File: src/rtl/overflow_fifo_reader_if.sv
// Bus bundle between overflow_fifo_reader, the overflow FIFO head it drains
// and the readout-mux sink it feeds. master = reader, slave = FIFO + sink side.
interface overflow_fifo_reader_if #(
    parameter int P_LTC_WIDTH = 49
) ();

    logic [15:0]            overflow_fifo_count;
    logic [P_LTC_WIDTH-1:0] overflow_start_ltc;
    logic [P_LTC_WIDTH-1:0] overflow_end_ltc;
    logic [4:0]             channel_index;
    logic                   overflow_fifo_rdreq;
    logic [15:0]            dout;
    logic                   dout_valid;
    logic                   dout_last;
    logic                   dout_ready;

    modport master (
        input  overflow_fifo_count,
        input  overflow_start_ltc,
        input  overflow_end_ltc,
        input  channel_index,
        output overflow_fifo_rdreq,
        output dout,
        output dout_valid,
        output dout_last,
        input  dout_ready
    );

    modport slave (
        output overflow_fifo_count,
        output overflow_start_ltc,
        output overflow_end_ltc,
        output channel_index,
        input  overflow_fifo_rdreq,
        input  dout,
        input  dout_valid,
        input  dout_last,
        output dout_ready
    );

endinterface

File: src/rtl/overflow_fifo_reader.sv
// Pops overflow records (channel, start LTC, end LTC) and streams each as a fixed
// 16-bit word burst. Define OVFLW_RD_CHECKSUM_EN to append an XOR checksum word.
module overflow_fifo_reader #(
    parameter int         P_LTC_WIDTH = 49,
    parameter int         P_FIFO_LAT  = 2,
    parameter logic [7:0] P_HDR_TAG   = 8'hE0
) (
    input  logic                          clk,
    input  logic                          rst,
    input  logic                          enable,
    overflow_fifo_reader_if.master        bus,
    output logic                          busy,
    output logic [31:0]                   n_records
);

`ifdef OVFLW_RD_CHECKSUM_EN
    localparam int NUM_WORDS = 11;
`else
    localparam int NUM_WORDS = 10;
`endif
    localparam logic [3:0] LAST_IDX  = 4'(NUM_WORDS - 1);
    localparam logic [2:0] WAIT_LOAD = 3'(P_FIFO_LAT - 1);

    typedef enum logic [1:0] {
        ST_IDLE  = 2'd0,
        ST_LATCH = 2'd1,
        ST_SEND  = 2'd2,
        ST_WAIT  = 2'd3
    } state_t;

    state_t      state_r, state_s;
    logic [3:0]  word_idx_r, word_idx_s;
    logic [2:0]  wait_cnt_r, wait_cnt_s;
    logic [4:0]  chan_r, chan_s;
    logic [63:0] start_r, start_s;
    logic [63:0] end_r, end_s;
    logic [15:0] dur_r, dur_s;
    logic        rdreq_r, rdreq_s;
    logic [15:0] dout_r, dout_s;
    logic        dout_valid_r, dout_valid_s;
    logic        dout_last_r, dout_last_s;
    logic        busy_r, busy_s;
    logic [31:0] n_records_r, n_records_s;

    logic [P_LTC_WIDTH-1:0] diff_s;
    logic [3:0]             idx_inc_s;

    // Modulo subtraction in the LTC width gives the wrap-safe duration.
    assign diff_s    = bus.overflow_end_ltc - bus.overflow_start_ltc;
    assign idx_inc_s = word_idx_r + 4'd1;

    function automatic logic [15:0] sat_duration(input logic [63:0] d);
        return (d >= 64'd65535) ? 16'hFFFF : d[15:0];
    endfunction

`ifdef OVFLW_RD_CHECKSUM_EN
    function automatic logic [15:0] record_checksum(
        input logic [4:0]  chan,
        input logic [63:0] s,
        input logic [63:0] e,
        input logic [15:0] dur
    );
        return {P_HDR_TAG, 3'b000, chan}
             ^ s[63:48] ^ s[47:32] ^ s[31:16] ^ s[15:0]
             ^ e[63:48] ^ e[47:32] ^ e[31:16] ^ e[15:0]
             ^ dur;
    endfunction
`endif

    function automatic logic [15:0] record_word(
        input logic [3:0]  idx,
        input logic [4:0]  chan,
        input logic [63:0] s,
        input logic [63:0] e,
        input logic [15:0] dur
    );
        logic [15:0] w;
        case (idx)
            4'd0:    w = {P_HDR_TAG, 3'b000, chan};
            4'd1:    w = s[63:48];
            4'd2:    w = s[47:32];
            4'd3:    w = s[31:16];
            4'd4:    w = s[15:0];
            4'd5:    w = e[63:48];
            4'd6:    w = e[47:32];
            4'd7:    w = e[31:16];
            4'd8:    w = e[15:0];
            4'd9:    w = dur;
`ifdef OVFLW_RD_CHECKSUM_EN
            4'd10:   w = record_checksum(chan, s, e, dur);
`endif
            default: w = 16'h0000;
        endcase
        return w;
    endfunction

    // Next-state and next-output logic; every output is registered below.
    always_comb begin
        state_s      = state_r;
        word_idx_s   = word_idx_r;
        wait_cnt_s   = wait_cnt_r;
        chan_s       = chan_r;
        start_s      = start_r;
        end_s        = end_r;
        dur_s        = dur_r;
        rdreq_s      = 1'b0;
        dout_s       = dout_r;
        dout_valid_s = dout_valid_r;
        dout_last_s  = dout_last_r;
        n_records_s  = n_records_r;

        case (state_r)
            ST_IDLE: begin
                if (enable && (bus.overflow_fifo_count != 16'd0)) begin
                    state_s = ST_LATCH;
                    rdreq_s = 1'b1;
                end else begin
                    state_s = ST_IDLE;
                end
            end
            ST_LATCH: begin
                // FWFT head is still valid in the pop cycle, so capture it here.
                chan_s       = bus.channel_index;
                start_s      = 64'(bus.overflow_start_ltc);
                end_s        = 64'(bus.overflow_end_ltc);
                dur_s        = sat_duration(64'(diff_s));
                dout_s       = record_word(4'd0, bus.channel_index, 64'd0, 64'd0, 16'd0);
                dout_valid_s = 1'b1;
                dout_last_s  = 1'b0;
                word_idx_s   = 4'd0;
                state_s      = ST_SEND;
            end
            ST_SEND: begin
                if (dout_valid_r && bus.dout_ready) begin
                    if (word_idx_r == LAST_IDX) begin
                        dout_s       = 16'h0000;
                        dout_valid_s = 1'b0;
                        dout_last_s  = 1'b0;
                        n_records_s  = n_records_r + 32'd1;
                        wait_cnt_s   = WAIT_LOAD;
                        state_s      = ST_WAIT;
                    end else begin
                        word_idx_s  = idx_inc_s;
                        dout_s      = record_word(idx_inc_s, chan_r, start_r, end_r, dur_r);
                        dout_last_s = (idx_inc_s == LAST_IDX);
                    end
                end else begin
                    state_s = ST_SEND;
                end
            end
            ST_WAIT: begin
                // Give the FIFO count time to reflect the pop before re-arming.
                if (wait_cnt_r == 3'd0) begin
                    state_s = ST_IDLE;
                end else begin
                    wait_cnt_s = wait_cnt_r - 3'd1;
                end
            end
            default: begin
                state_s      = ST_IDLE;
                dout_s       = 16'h0000;
                dout_valid_s = 1'b0;
                dout_last_s  = 1'b0;
            end
        endcase

        busy_s = (state_s != ST_IDLE);
    end

    // State and output registers with synchronous reset.
    always_ff @(posedge clk) begin
        if (rst) begin
            state_r      <= ST_IDLE;
            word_idx_r   <= 4'd0;
            wait_cnt_r   <= 3'd0;
            chan_r       <= 5'd0;
            start_r      <= 64'd0;
            end_r        <= 64'd0;
            dur_r        <= 16'd0;
            rdreq_r      <= 1'b0;
            dout_r       <= 16'h0000;
            dout_valid_r <= 1'b0;
            dout_last_r  <= 1'b0;
            busy_r       <= 1'b0;
            n_records_r  <= 32'd0;
        end else begin
            state_r      <= state_s;
            word_idx_r   <= word_idx_s;
            wait_cnt_r   <= wait_cnt_s;
            chan_r       <= chan_s;
            start_r      <= start_s;
            end_r        <= end_s;
            dur_r        <= dur_s;
            rdreq_r      <= rdreq_s;
            dout_r       <= dout_s;
            dout_valid_r <= dout_valid_s;
            dout_last_r  <= dout_last_s;
            busy_r       <= busy_s;
            n_records_r  <= n_records_s;
        end
    end

    assign bus.overflow_fifo_rdreq = rdreq_r;
    assign bus.dout                = dout_r;
    assign bus.dout_valid          = dout_valid_r;
    assign bus.dout_last           = dout_last_r;
    assign busy                    = busy_r;
    assign n_records               = n_records_r;

endmodule

File: src/flat_wrapper.sv
// flat-port wrapper written by rule: the top's interface ports become plain ports
module overflow_fifo_reader_flat 
#(
    parameter int         P_LTC_WIDTH = 49,
    parameter int         P_FIFO_LAT  = 2,
    parameter logic [7:0] P_HDR_TAG   = 8'hE0
)
  (clk, rst, enable, busy, n_records, bus_overflow_fifo_count, bus_overflow_start_ltc, bus_overflow_end_ltc, bus_channel_index, bus_overflow_fifo_rdreq, bus_dout, bus_dout_valid, bus_dout_last, bus_dout_ready);
  overflow_fifo_reader_if #(.P_LTC_WIDTH(P_LTC_WIDTH)) bus_i ();
  input  logic clk;
  input  logic rst;
  input  logic enable;
  output logic busy;
  output logic [31:0] n_records;
  input wire logic [$bits(bus_i.overflow_fifo_count)-1:0] bus_overflow_fifo_count;
  input wire logic [$bits(bus_i.overflow_start_ltc)-1:0] bus_overflow_start_ltc;
  input wire logic [$bits(bus_i.overflow_end_ltc)-1:0] bus_overflow_end_ltc;
  input wire logic [$bits(bus_i.channel_index)-1:0] bus_channel_index;
  output wire logic [$bits(bus_i.overflow_fifo_rdreq)-1:0] bus_overflow_fifo_rdreq;
  output wire logic [$bits(bus_i.dout)-1:0] bus_dout;
  output wire logic [$bits(bus_i.dout_valid)-1:0] bus_dout_valid;
  output wire logic [$bits(bus_i.dout_last)-1:0] bus_dout_last;
  input wire logic [$bits(bus_i.dout_ready)-1:0] bus_dout_ready;
  assign bus_i.overflow_fifo_count = bus_overflow_fifo_count;
  assign bus_i.overflow_start_ltc = bus_overflow_start_ltc;
  assign bus_i.overflow_end_ltc = bus_overflow_end_ltc;
  assign bus_i.channel_index = bus_channel_index;
  assign bus_overflow_fifo_rdreq = bus_i.overflow_fifo_rdreq;
  assign bus_dout = bus_i.dout;
  assign bus_dout_valid = bus_i.dout_valid;
  assign bus_dout_last = bus_i.dout_last;
  assign bus_i.dout_ready = bus_dout_ready;
  overflow_fifo_reader #(.P_LTC_WIDTH(P_LTC_WIDTH), .P_FIFO_LAT(P_FIFO_LAT), .P_HDR_TAG(P_HDR_TAG)) u_core (.clk(clk), .rst(rst), .enable(enable), .bus(bus_i), .busy(busy), .n_records(n_records));
endmodule
File: config.mk
export PLATFORM = sky130hd
export DESIGN_NAME = overflow_fifo_reader_flat
export DESIGN_NICKNAME = d
export VERILOG_FILES = /design/src/rtl/overflow_fifo_reader_if.sv /design/src/rtl/overflow_fifo_reader.sv /design/src/flat_wrapper.sv
export SDC_FILE = /design/constraint.sdc
export NUM_CORES = 1
export LEC_CHECK = 0
export BUFFER_PORTS_ARGS = -buffer_cell sky130_fd_sc_hd__clkbuf_2
export CORE_UTILIZATION = 50
export CTS_CLUSTER_DIAMETER = 30
export DETAILED_ROUTE_END_ITERATION = 10
export GPL_ROUTABILITY_DRIVEN = 0
export PLACE_DENSITY = 0.71
export REMOVE_ABC_BUFFERS = 1
export SLEW_MARGIN = 5
export SYNTH_ARGS = -nofsm -noshare
export SYNTH_HDL_FRONTEND = slang
export SYNTH_SLANG_ARGS = --single-unit
File: constraint.sdc
create_clock -name clk -period 4.05 [get_ports clk]
set_input_delay 0.81 -clock clk [delete_from_list [all_inputs] [get_ports clk]]
set_output_delay 0.81 -clock clk [all_outputs]
set_load 0.005 [all_outputs]
==> metrics.txt <==
status=finished, final reports clean; I/O pins=175; postcts setup bufs=0; RSZ-0062 raised after global routing=false; Syn. warnings=0; Area Overhead vs Synth=20.6%; Synth top area share=32.3%; pin count of the biggest net entering global routing=113; peak supply drop=261 uV; clock sinks=180; Avg Inst Size Synth=8.02 sq um; Final setup viols=0; Crit. End Element=flip-flop; Post-DP Area=0.0129 sq mm; final instance area=0.0134 sq mm; Post-Route WL=36,500 um; max_cap viols=0; critical path class=primary input to flip-flop; drt wl/cell=19.3 um; worst hold path type=flip-flop to flip-flop; worst-skew pair later-pin latency=0.45 ns; final worst setup slack=0.248 ns; Setup WS pre-CTS=-0.277 ns; placed cells=1,861; Die Wd=151 um; Main synth FF type=dfxtp_1; Final TNS setup=0 ns; Core ar.=0.0218 sq mm; Seq/Total Area, Yosys=32.3%; first-pass GRT wire length=55,400 um; fin crit share=93.9%; CTS tree=done; Cell Area, Synth=0.0111 sq mm; Post-synth EDFFs=0; LEAKAGE=5.71 nW; DRT iter0 DRCs=1,213; die area=0.0229 sq mm; die height=151 um; Fillers=2,036; clk_skew=0.0122 ns; post-synth cell types=69; H-Tree Depth=4; DRT antenna net count=0; Slew @ Worst Pin=1.18 ns; Pwr Density=373 mW/mm^2; Row Count=54; most frequent cell after synthesis=nor2_1; Max Fclk=263 MHz; Final Hold Fails=0; dpl hpwl=27,600 um; post-synth top area cell=dfxtp_1; fin. max-slew vios=0; relative slew slack=21.0%; top cells by count, synth=nor2_1 (211), dfxtp_1 (180), mux2i_1 (107); share of cells above drive strength 1=20.6%; min Tclk post-route=3.80 ns; CTS buffer count=17; Setup crit start kind=primary input; CP Launch Point=bus_overflow_end_ltc[0]; Ant. Diodes=0; Synth Register Bits=180; Non-Filler Instances=1,893; final design utilization=61.6%; drt drc=0; RR Startpoint=u_core.state_r[0]; Remaining Overflow, GRT=0; Worst EP arrival=4.12 ns; vias in the first global route=10,500; Area contributors post-synth=dfxtp_1 (32%), mux2i_1 (9.6%), nor2_1 (7.1%); Req. time, crit path=4.37 ns; Hold Startpoint=u_core.bus.dout[15]; drt first pass iters=8; GRT Total Usage=31.7%; fraction of registers with async set/reset=0%; antenna violations before repair=0; drt via density=6.04; root buffer cell=clkbuf_16; Worst-path clk slew=0.07 ns; Via Count=11,400; hold buffers post-CTS=0; Post-Synthesis Cells=1,390; Initial Util=51.1%; port bufs=174; Clock Tree Buf Depth=2; nets@finish=1,786; worst-path maximum fanout=8
[per-layer routing]
layer / track usage, % / vias up / part of all wire, %
li1: - / 5415 / -
met1: 42.8 / 5406 / 43
met2: 50.3 / 512 / 46
met3: 4.43 / 97 / 7.4
met4: 13.3 / 0 / 3.8
met5: 0 / - / 0
[critical path, cell delays in order]
cell	delay [ns]
clkbuf_2	0.09
inv_1	0.04
ha_1	0.23
fa_1	0.41
nor2b_2	0.17
o2111a_2	0.28
o31ai_4	0.09
buf_4	0.16
a211oi_2	0.26
o21ai_0	0.14
a21oi_1	0.20
o2111ai_1	0.17
or4_1	0.56
buf_4	0.21
nor3b_1	0.20
a21oi_1	0.09
[registers in the layout (all words and copies together), names as in the netlist]
name / count
u_core.state_r: 2
u_core.dur_r: 16
u_core.start_r: 49
u_core.end_r: 49
u_core.bus.dout_valid: 1
u_core.n_records: 32
u_core.wait_cnt_r: 3
u_core.bus.overflow_fifo_rdreq: 1
u_core.bus.dout_last: 1
u_core.word_idx_r: 4
u_core.bus.dout: 16
u_core.chan_r: 5
u_core.busy: 1
[per-stage QoR]
step	hold WS (ns)	power (mW)
after floorplan	0.454	2.89
after global placement	0.470	3.33
after detailed placement	0.479	3.35
after CTS	0.493	5.00
after global routing	0.505	5.23
final	0.488	5.02
[worst paths after layout]
check	endpoint	slack (ns)	depth (start not counted)
max	u_core.dur_r[2]	0.25	16
min	u_core.bus.dout[15]	0.49	2
max reg2reg	u_core.n_records[31]	0.72	10
min reg2reg	u_core.bus.dout[15]	0.49	2
[logic make-up (layout without fill, tap and decap cells)]
group | Yosys count | count (layout) | share of synthesized area [%]
xor+xnor | 52 | 52 | 4.09
flops | 180 | 180 | 32.3
simple gates | 504 | 504 | 21.4
compound gates | 332 | 332 | 19.8
mux | 114 | 114 | 10.3
buf+inv | 145 | 368 | 5.01
fa+ha+maj | 63 | 63 | 7.14
[cell type report]
type,instances,area (sq um),area share (%)
clock inverters,14,155,1.15
multi-input cells,1065,7030,52.3
repair buffers,271,1640,12.2
clock buffers,18,429,3.19
flip-flops and latches,180,3600,26.8
inverters,65,244,1.81
well taps,280,350,2.61
[where the power goes]
group          switching (mW)  internal (mW)  total [mW]  leakage [nW]
registers              0.0897           1.92        2.00          1.47
clock network           0.835          0.829        1.66         0.278
logic                   0.776          0.572        1.35          3.97
total                    1.70           3.32        5.02          5.71
[placed cells by master (no fill, tap or decap), types with 17 or more instances in the layout]
cell,instances
nor2_1,211
dfxtp_1,180
clkbuf_2,173
mux2i_1,107
buf_4,95
nand2_1,94
a21oi_1,94
inv_1,65
ha_1,61
o21ai_0,56
a22oi_1,48
nand3_1,39
nand4_1,34
xor2_1,27
xnor2_1,25
nor3_1,22
o21bai_1,21
clkbuf_16,17
[what timing repair did]
| action | in CTS | in global routing |
|---|---|---|
| hold endpoints to repair | 0 | 0 |
| endpoints found under the setup margin | 0 | 11 |
| gates resized for setup | 0 | 3 |
(Power assumes the default switching activity.)
